`config.mk`:
```
export PLATFORM = sky130hd
export DESIGN_NAME = fetch_sequencer_flat
export DESIGN_NICKNAME = d
export VERILOG_FILES = /design/src/rtl/fetch_sequencer_pkg.sv /design/src/rtl/fetch_sequencer_if.sv /design/src/rtl/fetch_sequencer_mem_wait_timer.sv /design/src/rtl/fetch_sequencer.sv /design/src/flat_wrapper.sv
export SDC_FILE = /design/constraint.sdc
export NUM_CORES = 1
export LEC_CHECK = 0
export CORE_UTILIZATION = 50
export CTS_CLUSTER_SIZE = 25
export DETAILED_ROUTE_END_ITERATION = 16
export PLACE_DENSITY = 0.82
export SYNTH_ARGS = -nofsm -noshare
export SYNTH_HDL_FRONTEND = slang
export SYNTH_SLANG_ARGS = --single-unit
```
`constraint.sdc`:
```
create_clock -name clock -period 1.9 [get_ports clock]
set_clock_uncertainty 0.1 [all_clocks]
set_input_delay 0.285 -clock clock [delete_from_list [all_inputs] [get_ports clock]]
set_output_delay 0.285 -clock clock [all_outputs]
set_load 0.01 [all_outputs]
```
`src/rtl/fetch_sequencer_pkg.sv`:
```
// fetch_sequencer_pkg
// Shared definitions for the instruction-fetch sequencer.
// Contents:
//   fetchState_t   3-bit binary state encoding for the fetch FSM
//   strobes_t      bundle of datapath strobes driven during a fetch
//   NO_STROBES     all-strobes-off constant
//   decodeStrobes  maps a state, plus the stall level, onto its strobe pattern
package fetch_sequencer_pkg;

    typedef enum logic [2:0] {
        IDLE  = 3'd0,
        T0    = 3'd1,
        T1    = 3'd2,
        T2    = 3'd3,
        EXEC  = 3'd4,
        HALT  = 3'd5,
        FAULT = 3'd6
    } fetchState_t;

    typedef struct packed {
        logic pcOut;
        logic marIn;
        logic inc;
        logic read;
        logic mdrIn;
        logic mdrOut;
        logic irIn;
    } strobes_t;

    localparam strobes_t NO_STROBES = '0;

    // Strobe pattern for the cycle spent in state s. In T0 the stall level
    // gates the PC/MAR strobes, so a stalled T0 cycle moves nothing.
    function automatic strobes_t decodeStrobes(fetchState_t s, logic stall);
        strobes_t st;
        st = NO_STROBES;
        case (s)
            T0: begin
                if (!stall) begin
                    st.pcOut = 1'b1;
                    st.marIn = 1'b1;
                    st.inc   = 1'b1;
                end
            end
            T1: begin
                st.read  = 1'b1;
                st.mdrIn = 1'b1;
            end
            T2: begin
                st.mdrOut = 1'b1;
                st.irIn   = 1'b1;
            end
            default: st = NO_STROBES;
        endcase
        return st;
    endfunction

endpackage

```
`src/rtl/fetch_sequencer_if.sv`:
```
// fetch_sequencer_if
// Groups the run/halt control inputs, the memory/execute handshakes and the
// datapath strobes of the fetch sequencer.
//   master : the sequencer (drives strobes, status and instr_count)
//   slave  : the surrounding control/datapath (drives run, stall, halt_req,
//            mem_ready, exec_done)
interface fetch_sequencer_if #(
    parameter int CNT_W = 32
);
    logic             run;
    logic             stall;
    logic             halt_req;
    logic             mem_ready;
    logic             exec_done;
    logic             PCout;
    logic             MARin;
    logic             Inc;
    logic             Read;
    logic             MDRin;
    logic             MDRout;
    logic             IRin;
    logic             exec_start;
    logic             halted;
    logic             mem_fault;
    logic [CNT_W-1:0] instr_count;

    modport master (
        input  run, stall, halt_req, mem_ready, exec_done,
        output PCout, MARin, Inc, Read, MDRin, MDRout, IRin,
        output exec_start, halted, mem_fault, instr_count
    );

    modport slave (
        output run, stall, halt_req, mem_ready, exec_done,
        input  PCout, MARin, Inc, Read, MDRin, MDRout, IRin,
        input  exec_start, halted, mem_fault, instr_count
    );
endinterface

```
`src/rtl/fetch_sequencer_mem_wait_timer.sv`:
```
// mem_wait_timer
// Counts consecutive cycles spent waiting on memory.
// Ports:
//   clock   in  system clock, rising edge
//   clear   in  asynchronous active-low reset (count -> 0)
//   clr     in  synchronous clear, wins over en
//   en      in  count this cycle
//   expired out high during the MEM_TIMEOUT-th consecutive enabled cycle
// TMR_W must be wide enough to hold MEM_TIMEOUT-1; MEM_TIMEOUT >= 1.
module mem_wait_timer #(
    parameter int TMR_W       = 4,
    parameter int MEM_TIMEOUT = 15
) (
    input  logic clock,
    input  logic clear,
    input  logic clr,
    input  logic en,
    output logic expired
);

    localparam logic [TMR_W-1:0] LAST_COUNT = TMR_W'(MEM_TIMEOUT - 1);

    logic [TMR_W-1:0] count;

    // The count is 0 in the first waiting cycle, so it equals LAST_COUNT in
    // the final allowed cycle; the owner leaves the wait before it can wrap.
    always_ff @(posedge clock or negedge clear) begin
        if (!clear) begin
            count <= '0;
        end else if (clr) begin
            count <= '0;
        end else if (en) begin
            count <= count + TMR_W'(1);
        end
    end

    assign expired = en && (count == LAST_COUNT);

endmodule

```
`src/rtl/fetch_sequencer.sv`:
```
// fetch_sequencer
// Control FSM sequencing the fetch micro-steps on the shared bus:
//   T0 PCout/MARin/Inc, T1 Read/MDRin (waits on memory), T2 MDRout/IRin,
//   then EXEC until the execute controller reports done.
// Ports:
//   clock  in  system clock, rising edge
//   clear  in  asynchronous active-low reset
//   bus    fetch_sequencer_if.master: control inputs, strobes, exec_start,
//          halted, mem_fault, instr_count (retired instructions, wrapping)
// All outputs are registered decodes of the next state, so they change only
// on clock edges and cannot glitch.
module fetch_sequencer
    import fetch_sequencer_pkg::*;
#(
    parameter int CNT_W       = 32,
    parameter int MEM_TIMEOUT = 15,
    parameter int TMR_W       = 4
) (
    input  logic                    clock,
    input  logic                    clear,
    fetch_sequencer_if.master       bus
);

    fetchState_t      state;
    fetchState_t      nextState;
    strobes_t         strobeQ;
    strobes_t         strobeD;
    logic             execStartQ;
    logic             execStartD;
    logic             haltedQ;
    logic             faultQ;
    logic             retire;
    logic             timerClr;
    logic             timerEn;
    logic             timerExpired;
    logic [CNT_W-1:0] instrCount;

    assign timerClr = (state != T1);
    assign timerEn  = (state == T1);

    mem_wait_timer #(
        .TMR_W      (TMR_W),
        .MEM_TIMEOUT(MEM_TIMEOUT)
    ) uMemWaitTimer (
        .clock  (clock),
        .clear  (clear),
        .clr    (timerClr),
        .en     (timerEn),
        .expired(timerExpired)
    );

    // State register. Reset aborts any fetch in progress immediately.
    always_ff @(posedge clock or negedge clear) begin
        if (!clear) begin
            state <= IDLE;
        end else begin
            state <= nextState;
        end
    end

    // Next-state logic plus the decode of that next state into the output
    // values registered below. T0 only advances once its strobe cycle has
    // actually happened (strobeQ.pcOut), so a stall seen on entry or while
    // waiting keeps PC/MAR quiet and still yields exactly one increment.
    always_comb begin
        nextState  = state;
        retire     = 1'b0;
        strobeD    = NO_STROBES;
        execStartD = 1'b0;
        case (state)
            IDLE: begin
                if (bus.halt_req) begin
                    nextState = HALT;
                end else if (bus.run) begin
                    nextState = T0;
                end
            end
            T0: begin
                if (strobeQ.pcOut) begin
                    nextState = T1;
                end
            end
            T1: begin
                if (bus.mem_ready) begin
                    nextState = T2;
                end else if (timerExpired) begin
                    nextState = FAULT;
                end
            end
            T2: nextState = EXEC;
            EXEC: begin
                if (bus.exec_done) begin
                    retire = 1'b1;
                    if (bus.halt_req) begin
                        nextState = HALT;
                    end else if (bus.run) begin
                        nextState = T0;
                    end else begin
                        nextState = IDLE;
                    end
                end
            end
            HALT:    nextState = HALT;
            FAULT:   nextState = FAULT;
            default: nextState = IDLE;
        endcase
        strobeD    = decodeStrobes(nextState, bus.stall);
        execStartD = (nextState == EXEC) && (state != EXEC);
    end

    // Output registers, loaded with the decode of the state being entered.
    always_ff @(posedge clock or negedge clear) begin
        if (!clear) begin
            strobeQ    <= NO_STROBES;
            execStartQ <= 1'b0;
            haltedQ    <= 1'b0;
            faultQ     <= 1'b0;
        end else begin
            strobeQ    <= strobeD;
            execStartQ <= execStartD;
            haltedQ    <= (nextState == HALT);
            faultQ     <= (nextState == FAULT);
        end
    end

    // Retired-instruction counter; wraps naturally at 2^CNT_W.
    always_ff @(posedge clock or negedge clear) begin
        if (!clear) begin
            instrCount <= '0;
        end else if (retire) begin
            instrCount <= instrCount + CNT_W'(1);
        end
    end

    assign bus.PCout       = strobeQ.pcOut;
    assign bus.MARin       = strobeQ.marIn;
    assign bus.Inc         = strobeQ.inc;
    assign bus.Read        = strobeQ.read;
    assign bus.MDRin       = strobeQ.mdrIn;
    assign bus.MDRout      = strobeQ.mdrOut;
    assign bus.IRin        = strobeQ.irIn;
    assign bus.exec_start  = execStartQ;
    assign bus.halted      = haltedQ;
    assign bus.mem_fault   = faultQ;
    assign bus.instr_count = instrCount;

    // The PC register and the MDR share the bus; never both driving it.
    singleBusDriver: assert property (@(posedge clock) disable iff (!clear)
        !(strobeQ.pcOut && strobeQ.mdrOut));

endmodule

```
`src/flat_wrapper.sv`:
```
// flat-port wrapper written by rule: the top's interface ports become plain ports
module fetch_sequencer_flat import fetch_sequencer_pkg::*;
#(
    parameter int CNT_W       = 32,
    parameter int MEM_TIMEOUT = 15,
    parameter int TMR_W       = 4
)
  (clock, clear, bus_run, bus_stall, bus_halt_req, bus_mem_ready, bus_exec_done, bus_PCout, bus_MARin, bus_Inc, bus_Read, bus_MDRin, bus_MDRout, bus_IRin, bus_exec_start, bus_halted, bus_mem_fault, bus_instr_count);
  fetch_sequencer_if #(.CNT_W(CNT_W)) bus_i ();
  input  logic clock;
  input  logic clear;
  input wire logic [$bits(bus_i.run)-1:0] bus_run;
  input wire logic [$bits(bus_i.stall)-1:0] bus_stall;
  input wire logic [$bits(bus_i.halt_req)-1:0] bus_halt_req;
  input wire logic [$bits(bus_i.mem_ready)-1:0] bus_mem_ready;
  input wire logic [$bits(bus_i.exec_done)-1:0] bus_exec_done;
  output wire logic [$bits(bus_i.PCout)-1:0] bus_PCout;
  output wire logic [$bits(bus_i.MARin)-1:0] bus_MARin;
  output wire logic [$bits(bus_i.Inc)-1:0] bus_Inc;
  output wire logic [$bits(bus_i.Read)-1:0] bus_Read;
  output wire logic [$bits(bus_i.MDRin)-1:0] bus_MDRin;
  output wire logic [$bits(bus_i.MDRout)-1:0] bus_MDRout;
  output wire logic [$bits(bus_i.IRin)-1:0] bus_IRin;
  output wire logic [$bits(bus_i.exec_start)-1:0] bus_exec_start;
  output wire logic [$bits(bus_i.halted)-1:0] bus_halted;
  output wire logic [$bits(bus_i.mem_fault)-1:0] bus_mem_fault;
  output wire logic [$bits(bus_i.instr_count)-1:0] bus_instr_count;
  assign bus_i.run = bus_run;
  assign bus_i.stall = bus_stall;
  assign bus_i.halt_req = bus_halt_req;
  assign bus_i.mem_ready = bus_mem_ready;
  assign bus_i.exec_done = bus_exec_done;
  assign bus_PCout = bus_i.PCout;
  assign bus_MARin = bus_i.MARin;
  assign bus_Inc = bus_i.Inc;
  assign bus_Read = bus_i.Read;
  assign bus_MDRin = bus_i.MDRin;
  assign bus_MDRout = bus_i.MDRout;
  assign bus_IRin = bus_i.IRin;
  assign bus_exec_start = bus_i.exec_start;
  assign bus_halted = bus_i.halted;
  assign bus_mem_fault = bus_i.mem_fault;
  assign bus_instr_count = bus_i.instr_count;
  fetch_sequencer #(.CNT_W(CNT_W), .MEM_TIMEOUT(MEM_TIMEOUT), .TMR_W(TMR_W)) u_core (.clock(clock), .clear(clear), .bus(bus_i));
endmodule
```
==> reports/qor.yml <==
gp_congestion: 0.8064
antenna_cells: 0
synth_area_um2: 2136
drv_slew: 0
port_buffers: 48
synth_top_area_share_pct: 52.72
synthArstFlopShare_pct: 100.0
dieArea_um2: 4537
drc: 0
cts_buffer_depth: 2
grt_pass1_vias: 1599
synthSimpleGateAreaFrac_pct: 25.95
peakVddDrop_uv: 775.0
p_leak_nw: 1.348
fmax_ghz: 0.5607
row_count: 23
ys_seq_area_share_pct: 52.72
ys_ff_latch: 45
drive_above_1_share_pct: 13.36
cts_tree: "built"
fin_util_pct: 70.71
synth.distinct_cells: 33
powerDensity_nw_per_um2: 865.2
wire_per_inst_um: 13.63
dr.pass1.iters: 4
core_area_um2: 4058
synth-edff-count: 0
end_kind: "register"
ys_warn_count: 0
via_per_inst: 5.263
hold_viol: 0
syn_nets: 203
placed_area_um2: 2776
path_class: "input pin to register"
synth_flop_cell: "dfrtp_1"
worstHoldPathType: "input pin to asynchronous set/reset pin"
synth_mux_area_share_pct: 0.5272
grt.overflow.total: 0
rsz0062_at_grt: "no"
grt_usage_pct: 21.41
synth_xor_area_share_pct: 13.53
synth_top_family_by_area: "simple AND/OR/NAND/NOR gates"
synth_area_per_cell_um2: 11.07
fin_crit_sh_pct: 93.87
hpwl_um: 3190
arrival_ns: 1.91
synth_commonest_cells: "dfrtp_1, xor2_1, nand2_1"
cap_violations: 0
synth-compound-area-share_pct: 1.816
setup_viol: 0
r2r_cells: 5
yosysMostFrequentCell: "dfrtp_1"
r2r-end: "u_core.bus.instr_count[31]"
fin_setup_tns_ns: 0
start_kind: "input pin"
num_vias: 1642
grt_max_degree: 27
die_h_um: 67.36
cts.clk_slew.worst_paths_ns: 0.08
worst_pin_slew_ns: 0.4714
grt_pass1_wl_um: 7031
layout.nets: 271
routed_wl_um: 4254
r2r_start: "u_core.state[2]"
period_minus_slack_ns: 1.784
htreeDepth: 2
antenna_found_initial: 0
num_io_pins: 49
drtAntennaViolNets: 0
syn_to_final_growth_pct: 34.33
status: "finished, final reports clean"
numClockSinks: 45
relSlewSlack_pct: 68.58
critPathRequiredTime_ns: 2.03
synth_area_leaders: "dfrtp_1, xor2_1, xnor2_1"
post-place-ws_ns: -0.1922
dr.first_iter.drc_count: 60
die_w_um: 67.36
synth_largest_area_cell: "dfrtp_1"
worst-path-max-fanout: 3
start_util_pct: 52.64
cts_buffers: 5
cts-root-buf: "clkbuf_8"
worstSkewPairLatency_ns: 0.30
setup_ws_ns: 0.1165
synthAdderAreaFrac_pct: 1.757
syn_inst: 193
design_area_um2: 2869
r2r_setup_slack_ns: 0.15
## cells by family after synthesis
family	after synthesis
AO/OA/AOI/OAI	6
XOR/XNOR	33
flip-flops	45
multiplexers	1
buffers and inverters	14
AND/OR/NAND/NOR	91
adder cells (fa/ha/maj)	3
## worst max-delay path: stages
cell and delay [ns]:
clkdlybuf4s50_1 0.49, and4bb_1 0.29, buf_4 0.14, nand4_1 0.12, nor4_1 0.39, xor2_1 0.19
## layout make-up
class	count	area [um2]
fill	314	1189
sequential	45	1126
inverter	7	26.28
timing repair buffer	68	640.6
tap	50	62.56
multi-input combinational	134	930.9
clock buffer	6	72.57
clock inverter	2	10.01
## worst max-delay path by stage
stage	from	to	cells past startpoint
final	bus_exec_done	u_core.bus.instr_count[31]	6
after global routing	u_core.bus.instr_count[4]	u_core.bus.instr_count[28]	5
after CTS	bus_exec_done	u_core.bus.instr_count[31]	6
after detailed placement	bus_exec_done	u_core.bus.instr_count[31]	6
after global placement	bus_exec_done	u_core.bus.instr_count[31]	6
after floorplan	u_core.state[1]	u_core.bus.instr_count[28]	6
## per-stage QoR
stage | total power [mW] | hold WS, ns | instances
floorplan | 1.538 | -0.1106 | 193
global placement | 1.908 | 0.1599 | 303
detailed placement | 1.931 | 0.1604 | 303
CTS | 2.498 | 0.3810 | 312
global route | 2.627 | 0.4096 | 312
finish | 2.482 | 0.3688 | 312
## sequential cells by signal, indices dropped and copies added, names as in the netlist
| name | cells |
|---|---|
| u_core.bus.mem_fault | 1 |
| u_core.bus.Inc | 1 |
| u_core.bus.halted | 1 |
| u_core.bus.MDRin | 1 |
| u_core.bus.exec_start | 1 |
| u_core.uMemWaitTimer.count | 4 |
| u_core.bus.instr_count | 32 |
| u_core.bus.IRin | 1 |
| u_core.state | 3 |
## layer usage
layer	vias up	GRT usage (%)	wire [um]	share of wire (%)
li1	797	-	-	-
met1	806	25.88	1938	46
met4	0	11.17	86	2.0
met3	7	4.392	130	3.1
met2	32	35.88	2098	49
met5	-	0	0	0
## cells in the final DEF (no fill, tap or decap), types with 2 or more instances in the layout
cell type and count:
nor4_1 5, ha_1 3, clkbuf_8 5, nor2_1 9, nor2b_1 2, xor2_1 18
clkinv_2 2, clkdlybuf4s50_1 47, dfrtp_1 45, nand4_1 8, nand2_1 16, a21oi_1 2
inv_1 7, nand2b_1 7, nor3_1 6, nand4_2 2, and3_1 7, xnor2_1 15
and4_1 5, buf_4 18, nand3_1 8, and2_1 6, nor4_2 4
## where the power goes
part	total, mW	internal (mW)	switching (mW)	leakage (nW)
sequential	1.13	1.06	0.0641	0.600
clock	0.576	0.255	0.321	0.0450
combinational	0.778	0.429	0.350	0.703
## what timing repair did
item,in CTS,in global routing
endpoints found under the hold margin,19,0
resized for setup,0,0
hold buffers,1,0
setup buffers,0,0
Power figures use the tool's default switching activity.
